--- src/rtl/calc_seq.sv ---
// Two-operand calculator sequencer: button conditioning, operand latching,
// one-cycle ALU evaluation and the display state bus.
module calc_seq #(
    parameter int unsigned          CNT_W      = 20,
    parameter logic [CNT_W-1:0]     DEB_CYCLES = 20'd500000
) (
    input  logic       clk,
    input  logic       rst_n,
    input  logic [7:0] sw,
    input  logic [1:0] op,
    input  logic       btn_ok,
    input  logic       btn_clr,
    output logic [1:0] estate,
    output logic [7:0] mem1,
    output logic [7:0] mem2,
    output logic [7:0] result,
    output logic       ovf,
    output logic [1:0] op_lat
);

    typedef enum logic [2:0] {
        S_A,
        S_B,
        S_CALC,
        S_SHOW,
        S_ERR
    } state_t;

    state_t state, state_n;

    // Index 0 = OK button, index 1 = CLR button.
    logic [1:0]       sync1, sync2, acc, pulse;
    logic [CNT_W-1:0] cnt [2];

    always_ff @(posedge clk or negedge rst_n) begin
        if (!rst_n) begin
            sync1 <= '0;
            sync2 <= '0;
            acc   <= '0;
            pulse <= '0;
            for (int unsigned i = 0; i < 2; i++) begin
                cnt[i] <= '0;
            end
        end else begin
            sync1 <= {btn_clr, btn_ok};
            sync2 <= sync1;
            for (int unsigned i = 0; i < 2; i++) begin
                pulse[i] <= 1'b0;
                if (sync2[i] != acc[i]) begin
                    if (cnt[i] == DEB_CYCLES - 1'b1) begin
                        acc[i]   <= sync2[i];
                        cnt[i]   <= '0;
                        pulse[i] <= sync2[i];
                    end else begin
                        cnt[i] <= cnt[i] + 1'b1;
                    end
                end else begin
                    cnt[i] <= '0;
                end
            end
        end
    end

    logic ok_p, clr_p, clr_eff;
    assign ok_p  = pulse[0];
    assign clr_p = pulse[1];

    logic       clr_pend, clr_pend_n;
    logic [7:0] mem1_n, mem2_n, result_n;
    logic       ovf_n;
    logic [1:0] op_lat_n, estate_n;

    logic [8:0]  sum;
    logic [15:0] prod;
    logic        calc_ovf;
    logic [7:0]  calc_res;

    assign sum  = {1'b0, mem1} + {1'b0, mem2};
    assign prod = mem1 * mem2;

    always_comb begin
        calc_res = '0;
        calc_ovf = 1'b0;
        unique case (op_lat)
            2'b00: begin calc_res = sum[7:0];      calc_ovf = sum[8];      end
            2'b01: begin calc_res = mem1 - mem2;   calc_ovf = mem2 > mem1; end
            2'b10: begin calc_res = prod[7:0];     calc_ovf = |prod[15:8]; end
            2'b11: begin calc_res = mem1 & mem2;   calc_ovf = 1'b0;        end
            default: ;
        endcase
    end

    // A clear arriving during S_CALC is parked in clr_pend and honoured one cycle later.
    assign clr_eff = clr_p | clr_pend;

    always_comb begin
        state_n    = state;
        mem1_n     = mem1;
        mem2_n     = mem2;
        result_n   = result;
        ovf_n      = ovf;
        op_lat_n   = op_lat;
        clr_pend_n = 1'b0;
        unique case (state)
            S_A: begin
                mem1_n = sw;
                if (clr_eff) begin
                    mem2_n   = '0;
                    result_n = '0;
                    ovf_n    = 1'b0;
                    op_lat_n = '0;
                end else if (ok_p) begin
                    state_n = S_B;
                end
            end
            S_B: begin
                mem2_n = sw;
                if (clr_eff) begin
                    state_n  = S_A;
                    mem2_n   = '0;
                    result_n = '0;
                    ovf_n    = 1'b0;
                    op_lat_n = '0;
                end else if (ok_p) begin
                    op_lat_n = op;
                    state_n  = S_CALC;
                end
            end
            S_CALC: begin
                result_n   = calc_res;
                ovf_n      = calc_ovf;
                clr_pend_n = clr_p;
                state_n    = calc_ovf ? S_ERR : S_SHOW;
            end
            S_SHOW, S_ERR: begin
                if (clr_eff || ok_p) begin
                    state_n  = S_A;
                    mem2_n   = '0;
                    result_n = '0;
                    ovf_n    = 1'b0;
                    op_lat_n = '0;
                end
            end
            default: state_n = S_A;
        endcase
    end

    always_comb begin
        estate_n = 2'b00;
        unique case (state_n)
            S_A:          estate_n = 2'b00;
            S_B, S_CALC:  estate_n = 2'b01;
            S_SHOW:       estate_n = 2'b10;
            S_ERR:        estate_n = 2'b11;
            default:      estate_n = 2'b11;
        endcase
    end

    always_ff @(posedge clk or negedge rst_n) begin
        if (!rst_n) begin
            state    <= S_A;
            clr_pend <= 1'b0;
            estate   <= '0;
            mem1     <= '0;
            mem2     <= '0;
            result   <= '0;
            ovf      <= 1'b0;
            op_lat   <= '0;
        end else begin
            state    <= state_n;
            clr_pend <= clr_pend_n;
            estate   <= estate_n;
            mem1     <= mem1_n;
            mem2     <= mem2_n;
            result   <= result_n;
            ovf      <= ovf_n;
            op_lat   <= op_lat_n;
        end
    end

endmodule

--- config.mk ---
export PLATFORM = sky130hd
export DESIGN_NAME = calc_seq
export DESIGN_NICKNAME = d
export VERILOG_FILES = /design/src/rtl/calc_seq.sv
export SDC_FILE = /design/constraint.sdc
export NUM_CORES = 1
export LEC_CHECK = 0
export ABC_AREA = 1
export CELL_PAD_IN_SITES_DETAIL_PLACEMENT = 2
export CELL_PAD_IN_SITES_GLOBAL_PLACEMENT = 2
export CORE_UTILIZATION = 36
export CTS_CLUSTER_SIZE = 30
export DETAILED_ROUTE_END_ITERATION = 6
export HOLD_SLACK_MARGIN = 0.12
export PLACE_DENSITY = 0.94
export SLEW_MARGIN = 20
export SYNTH_ARGS = -nofsm -noshare
export SYNTH_HDL_FRONTEND = slang
export SYNTH_SLANG_ARGS = --single-unit
--- constraint.sdc ---
create_clock -name clk -period 6.3 [get_ports clk]
set_clock_uncertainty 0.1 [all_clocks]
set_input_delay 1.26 -clock clk [delete_from_list [all_inputs] [get_ports clk]]
set_output_delay 1.26 -clock clk [all_outputs]
set_load 0.1 [all_outputs]
==> Word level (Yosys, flattened, before mapping) <==
Index checks and enable logic that the tools add are counted.
{ "op_classes": {"addsub": 4, "multipliers": 1, "magnitude_cmp": 1, "eq_ne": 18, "muxes": 32, "bitwise": 2, "reduce_logical": 15} }
{ "op_table": {"columns": ["cell", "count"], "rows": [
  ["20-bit two-way mux", 4],
  ["8-bit one-hot mux with 3 select lines", 2],
  ["20-bit by 1-bit adder with 20-bit output, second input constant", 2],
  ["20-bit by 19-bit equality test with 1-bit output, second input constant", 2],
  ["8-bit one-hot mux with 4 select lines", 1],
  ["8-bit two-way mux", 3],
  ["3-bit two-way mux", 6],
  ["8-bit by 8-bit multiplier with 16-bit output", 1],
  ["3-bit by 2-bit equality test with 1-bit output, second input constant", 4],
  ["2-bit one-hot mux with 3 select lines", 2],
  ["3-bit one-hot mux with 4 select lines", 1],
  ["8-bit by 8-bit adder with 9-bit output", 1],
  ["8-bit bitwise AND", 1],
  ["8-bit > comparator", 1],
  ["2-bit two-way mux", 4],
  ["8-bit OR reduction", 1],
  ["8-bit subtractor", 1],
  ["1-bit two-way mux", 7],
  ["3-bit by 1-bit equality test with 1-bit output, second input constant", 2],
  ["3-bit zero test", 2],
  ["3-bit AND reduction", 2],
  ["3-bit nonzero test", 2],
  ["2-bit OR reduction", 3],
  ["2-bit equality test, second input constant", 2],
  ["other kinds (13)", 16]
]} }
{ "totals": {"reg_bits": 81, "word_cells": 88} }

==> Logic depth before layout (Yosys ltp) <==
{ "logic_depth": {"ltp_word": 8, "mapped_depth": 28} }

==> Worst setup path after synthesis <==
No wires, ideal clock.
{ "synth_timing": {"path_kind": "register to register", "from": "reg mem1[1]", "to": "reg estate[1]", "t_arrival_ns": 4.947, "t_required_ns": 6.076, "setup_slack_ns": 1.129, "path_stages_with_launch": 24, "period_less_slack_ns": 5.171, "path_cell_list": "dfrtp_1 -> clkbuf_1 -> nand2_1 -> fa_1 -> fa_1 -> inv_1 -> fa_1 -> inv_1 -> fa_1 -> inv_1 -> ha_1 -> nand2_1 -> nor2_1 -> nand3_1 -> nand3_1 -> nand2_1 -> inv_1 -> nand2_1 -> nor2_1 -> nand3_1 -> nand2_1 -> nand3_1 -> a21oi_1 -> nand2_1"} }
{ "synth_via": {"elab_chain_len": 8, "word_cells_on_any_way": 13, "cone_classes": "add/sub: 1; mul: 1; order compare: 1; eq/ne: 3; mux: 4; reduce/logical: 3"} }
{ "synth_lines": {"columns": ["item", "line_no", "rtl"], "rows": [
  ["start, declared", "14", "output logic [7:0] mem1,"],
  ["start signal, assigned", "173", "mem1 <= mem1_n;"],
  ["8-bit by 8-bit multiplier with 16-bit output", "79", "assign prod = mem1 * mem2;"],
  ["8-bit OR reduction", "87", "2'b10: begin calc_res = prod[7:0]; calc_ovf = |prod[15:8]; end"],
  ["1-bit one-hot mux with 4 select lines *", "84", "unique case (op_lat)"],
  ["3-bit two-way mux *", "133", "state_n = calc_ovf ? S_ERR : S_SHOW;"],
  ["3-bit one-hot mux with 4 select lines *", "104", "unique case (state)"],
  ["3-bit by 1-bit equality test with 1-bit output or 3-bit by 2-bit equality test with 1-bit output (tied branches)", "150", "unique case (state_n)"],
  ["2-bit OR reduction", "150", null],
  ["2-bit one-hot mux with 3 select lines *", "150", null],
  ["named net estate_n[1]", "71", "logic [1:0] op_lat_n, estate_n;"],
  ["end signal, assigned", "172", "estate <= estate_n;"],
  ["end, declared", "13", "output logic [1:0] estate,"]
]} }
The timed path passes the listed nets; every way through them passes the cells marked *.
A chain may end at the register's enable or synchronous reset.

==> Worst setup path in the final report <==
{ "layout_timing": {"from": "reg mem1[4]", "to": "reg state[2]"} }
{ "layout_via": {"elab_chain_len": 5, "word_cells_on_any_way": 7, "cone_classes": "add/sub: 1; mul: 1; order compare: 1; mux: 3; reduce/logical: 1"} }
{ "layout_lines": {"columns": ["item", "line_no", "rtl"], "rows": [
  ["8-bit by 8-bit multiplier with 16-bit output", "79", null],
  ["8-bit OR reduction", "87", null],
  ["1-bit one-hot mux with 4 select lines *", "84", null],
  ["3-bit two-way mux *", "133", null],
  ["3-bit one-hot mux with 4 select lines *", "104", null],
  ["named net state_n[2]", "29", "state_t state, state_n;"],
  ["end signal, assigned", "170", "state <= state_n;"],
  ["end, declared", "29", null]
]} }
Marked as above.

==> reports/results.tsv <==
stage	metric	value	unit
sta	period_needed	5.44	ns
logic_synthesis	synth_seq_cells	81	
worst_setup_path	r2r_slack	0.86	ns
logic_synthesis	netlist_instances	914	
floorplanning	die_area	19700	um^2
power_and_ir_drop	power_switching	1.02	mW
clocking	post_cts_resized	0	
worst_setup_path	crit_fanout	11	
logic_synthesis	ys_seq_area_share	29.4	%
power_and_ir_drop	p_leak	4.17	nW
grt	grt_use_total	30.0	%
hold_path	worstHoldEndpoint	sync2[1]	
worst_setup_path	cp_data_required_time	6.46	ns
logic_synthesis	synthTopCellsByArea	dfrtp_1 (29%), nand2_1 (12%), fa_1 (11%)	
floorplanning	die_height	140	um
power_and_ir_drop	powerDensity	286	nW/um^2
cells_and_area	mostFrequentLayoutCell	nand2_1	
cells_and_area	diodes	0	
logic_synthesis	synth_area_leader_cell	dfrtp_1	
power_and_ir_drop	ir_worst_vdd	0.152	mV
logic_synthesis	ys.flop_type	dfrtp_1	
cells_and_area	area_delta_synth_final	13.5	%
clocking	cts_hold_buf	0	
worst_setup_path	cp-start-kind	flip-flop	
logic_synthesis	netlist_area	6890	um^2
sta	slew_violations	0	
floorplanning	boundaryPins	43	
detailed_routing	drt_iter0_markers	321	
logic_synthesis	synth_warnings	0	
worst_setup_path	path_class	flip-flop to flip-flop	
sta	final-hold-violation-count	0	
detailed_routing	vias_per_cell	5.49	
detailed_routing	via_count	6511	
logic_synthesis	synth_cell_types	44	
detailed_routing	wl_per_cell	23.3	um
grt	grt_start_max_net_pins	74	
floorplanning	floorplan.core_area	18700	um^2
sta	rsz0062_at_grt	no	
grt	antenna_found_initial	0	
clocking	cts_root_buf	clkbuf_16	
cells_and_area	fill_cells	2156	
clocking	cts_tree	yes	
grt	grt.overflow.total	0	
worst_setup_path	cp.arrival	5.60	ns
clocking	numClockSinks	81	
cells_and_area	drive_gt1_share	5.78	%
logic_synthesis	synth_edf_count	0	
power_and_ir_drop	internal_power	1.22	mW
power_and_ir_drop	p_clk_share	25.5	%
detailed_routing	antenna_left	0	
logic_synthesis	synth_top_area_share	29.4	%
sta	fin_tns_setup	0	ns
job	cap_violations	0	
clocking	worst_skew_pair.late_latency	0.38	ns
hold_path	holdPathStages	0	
floorplanning	start_util	36.8	%
detailed_routing	drtPass1Iterations	4	
clocking	cts_max_level	3	
sta	finalCritPeriodShare	86.4	%
placed_design	port_buffers	42	
clocking	cts_made_buffers	9	
clocking	clkSlewWorstSetupHoldPaths	0.08	ns
hold_path	hp-class	flip-flop to flip-flop	
logic_synthesis	synth_fp_nets	1020	
sta	tightest_slew	1.05	ns
worst_setup_path	cpMostUsedCell	fa_1	
sta	relSlewSlack	29.9	%
run_status	status	completed	
cells_and_area	utilization	41.8	%
sta	fmax	0.184	GHz
worst_setup_path	crit_path_end_kind	flip-flop	
worst_setup_path	rr_worst_depth	19	
logic_synthesis	async_reset_ff_share	100	%
hold_path	hold_path_startpoint	sync1[1]	
floorplanning	num_rows	50	
worst_setup_path	worstReg2RegEnd	state[2]	
power_and_ir_drop	swShare	45.4	%
floorplanning	die_w	140	um
power_and_ir_drop	seqPwrFrac	24.2	%
worst_setup_path	crit_chain	ha_1, fa_1, inv_1, fa_1, fa_1, fa_1, inv_1, ha_1, nand2_1, nor2_1, nand3_1, nand4_1, nand2_1, nor2_1, nand3_1, nand2_1, nand3_1, a21oi_1, inv_1	
clocking	post_cts_buffers	0	
sta	setup_viol	0	
worst_setup_path	reg2reg_from	mem1[4]	
cells_and_area	mostFrequentLayoutCells	nand2_1 (219), inv_1 (201), dfrtp_1 (81)	
grt	grt_pass1_wl	44300	um
placed_design	place.gp.congestion	0.846	
detailed_routing	drcViolationCount	0	
detailed_routing	wl	27600	um
clocking	cts_buffer_depth	2	
placed_design	post-dp-hpwl	19900	um
grt	grt_pass1_vias	7649	
cells_and_area	final_nets	1053	
logic_synthesis	synth_area_per_cell	7.54	um^2
worst_setup_path	max_stage_delay	0.60	ns
worst_setup_path	cp_slowest_cell	fa_1	
power_and_ir_drop	power_frac_comb	50.3	%
[Yosys cell counts (9+ instances only)]
cell and number:
nand2_1 219, inv_1 201, dfrtp_1 81, nor2_1 55, ha_1 54, o21ai_0 44
a21oi_1 43, fa_1 38, nand3_1 33, clkbuf_1 20, nor3_1 20, nand4_1 14
xor2_1 14, nor2_4 9
[worst max-delay path, delay by kind of cell, from the launching register on]
family                     cells  cell delay, ns
adders and majority gates      6            2.92
and+or+nand+nor                9            1.32
DFF                            1            0.56
buffers and inverters          3            0.23
AOI/OAI and AO/OA              1            0.22
[per-layer routing]
metal | track usage [%] | share of wire, %
met5 | 0 | 0
met1 | 32.9 | 39
met3 | 5.44 | 4.4
met2 | 55.5 | 53
met4 | 15.0 | 4.1
[logic make-up (layout without fill, tap and decap cells)]
kind of cell	after synthesis	count (layout)	synth area share (%)
and+or+nand+nor	390	390	26.5
xor gates and xnor gates	15	15	1.91
adders and majority gates	92	92	20.8
AOI/OAI and AO/OA	111	111	8.97
buffers and inverters	225	262	12.3
DFF	81	81	29.4
[power by group through the flow]
stage / logic, mW / clock network [mW] / registers (mW)
floorplan: 0.759 / 0 / 0.561
global placement: 1.01 / 0 / 0.550
detailed placement: 1.13 / 0 / 0.551
CTS: 1.14 / 0.577 / 0.541
global route: 1.29 / 0.588 / 0.542
finish: 1.13 / 0.571 / 0.542
[layout make-up]
cell class	count	area (um^2)	share of cell area, %
multi-input combinational	608	4010	51.3
inverter	203	762	9.74
clock inverter	5	56.3	0.720
timing repair buffer	44	433	5.53
tap	234	293	3.74
sequential	81	2030	25.9
clock buffer	10	239	3.05
[how the worst max path moves through the flow]
stage	slack, ns	start	depth (start not counted)	end
global route	0.62	mem1[1]	23	estate[1]
CTS	0.89	mem1[4]	19	state[2]
finish	0.86	mem1[4]	19	state[2]
global placement	1.26	mem1[1]	18	estate[0]
detailed placement	0.92	mem1[1]	18	state[2]
floorplan	1.13	mem1[1]	23	estate[1]
[per-stage QoR]
step	hold WS (ns)	instances	setup slack (ns)	cell area, um^2	total power [mW]
floorplan	0.231	914	1.13	6890	1.32
global placement	0.235	1170	1.26	7530	1.56
detailed placement	0.243	1170	0.919	7530	1.68
CTS	0.255	1185	0.892	7820	2.26
global route	0.269	1185	0.620	7820	2.42
finish	0.253	1185	0.857	7820	2.24
[state kept, by name (all words and copies together), names as in the netlist]
name	count
cnt	40
mem1	8
mem2	8
result	8
state	3
acc	2
estate	2
op_lat	2
pulse	2
sync1	2
sync2	2
clr_pend	1
ovf	1
No activity file was read; power rests on OpenSTA's default activity.
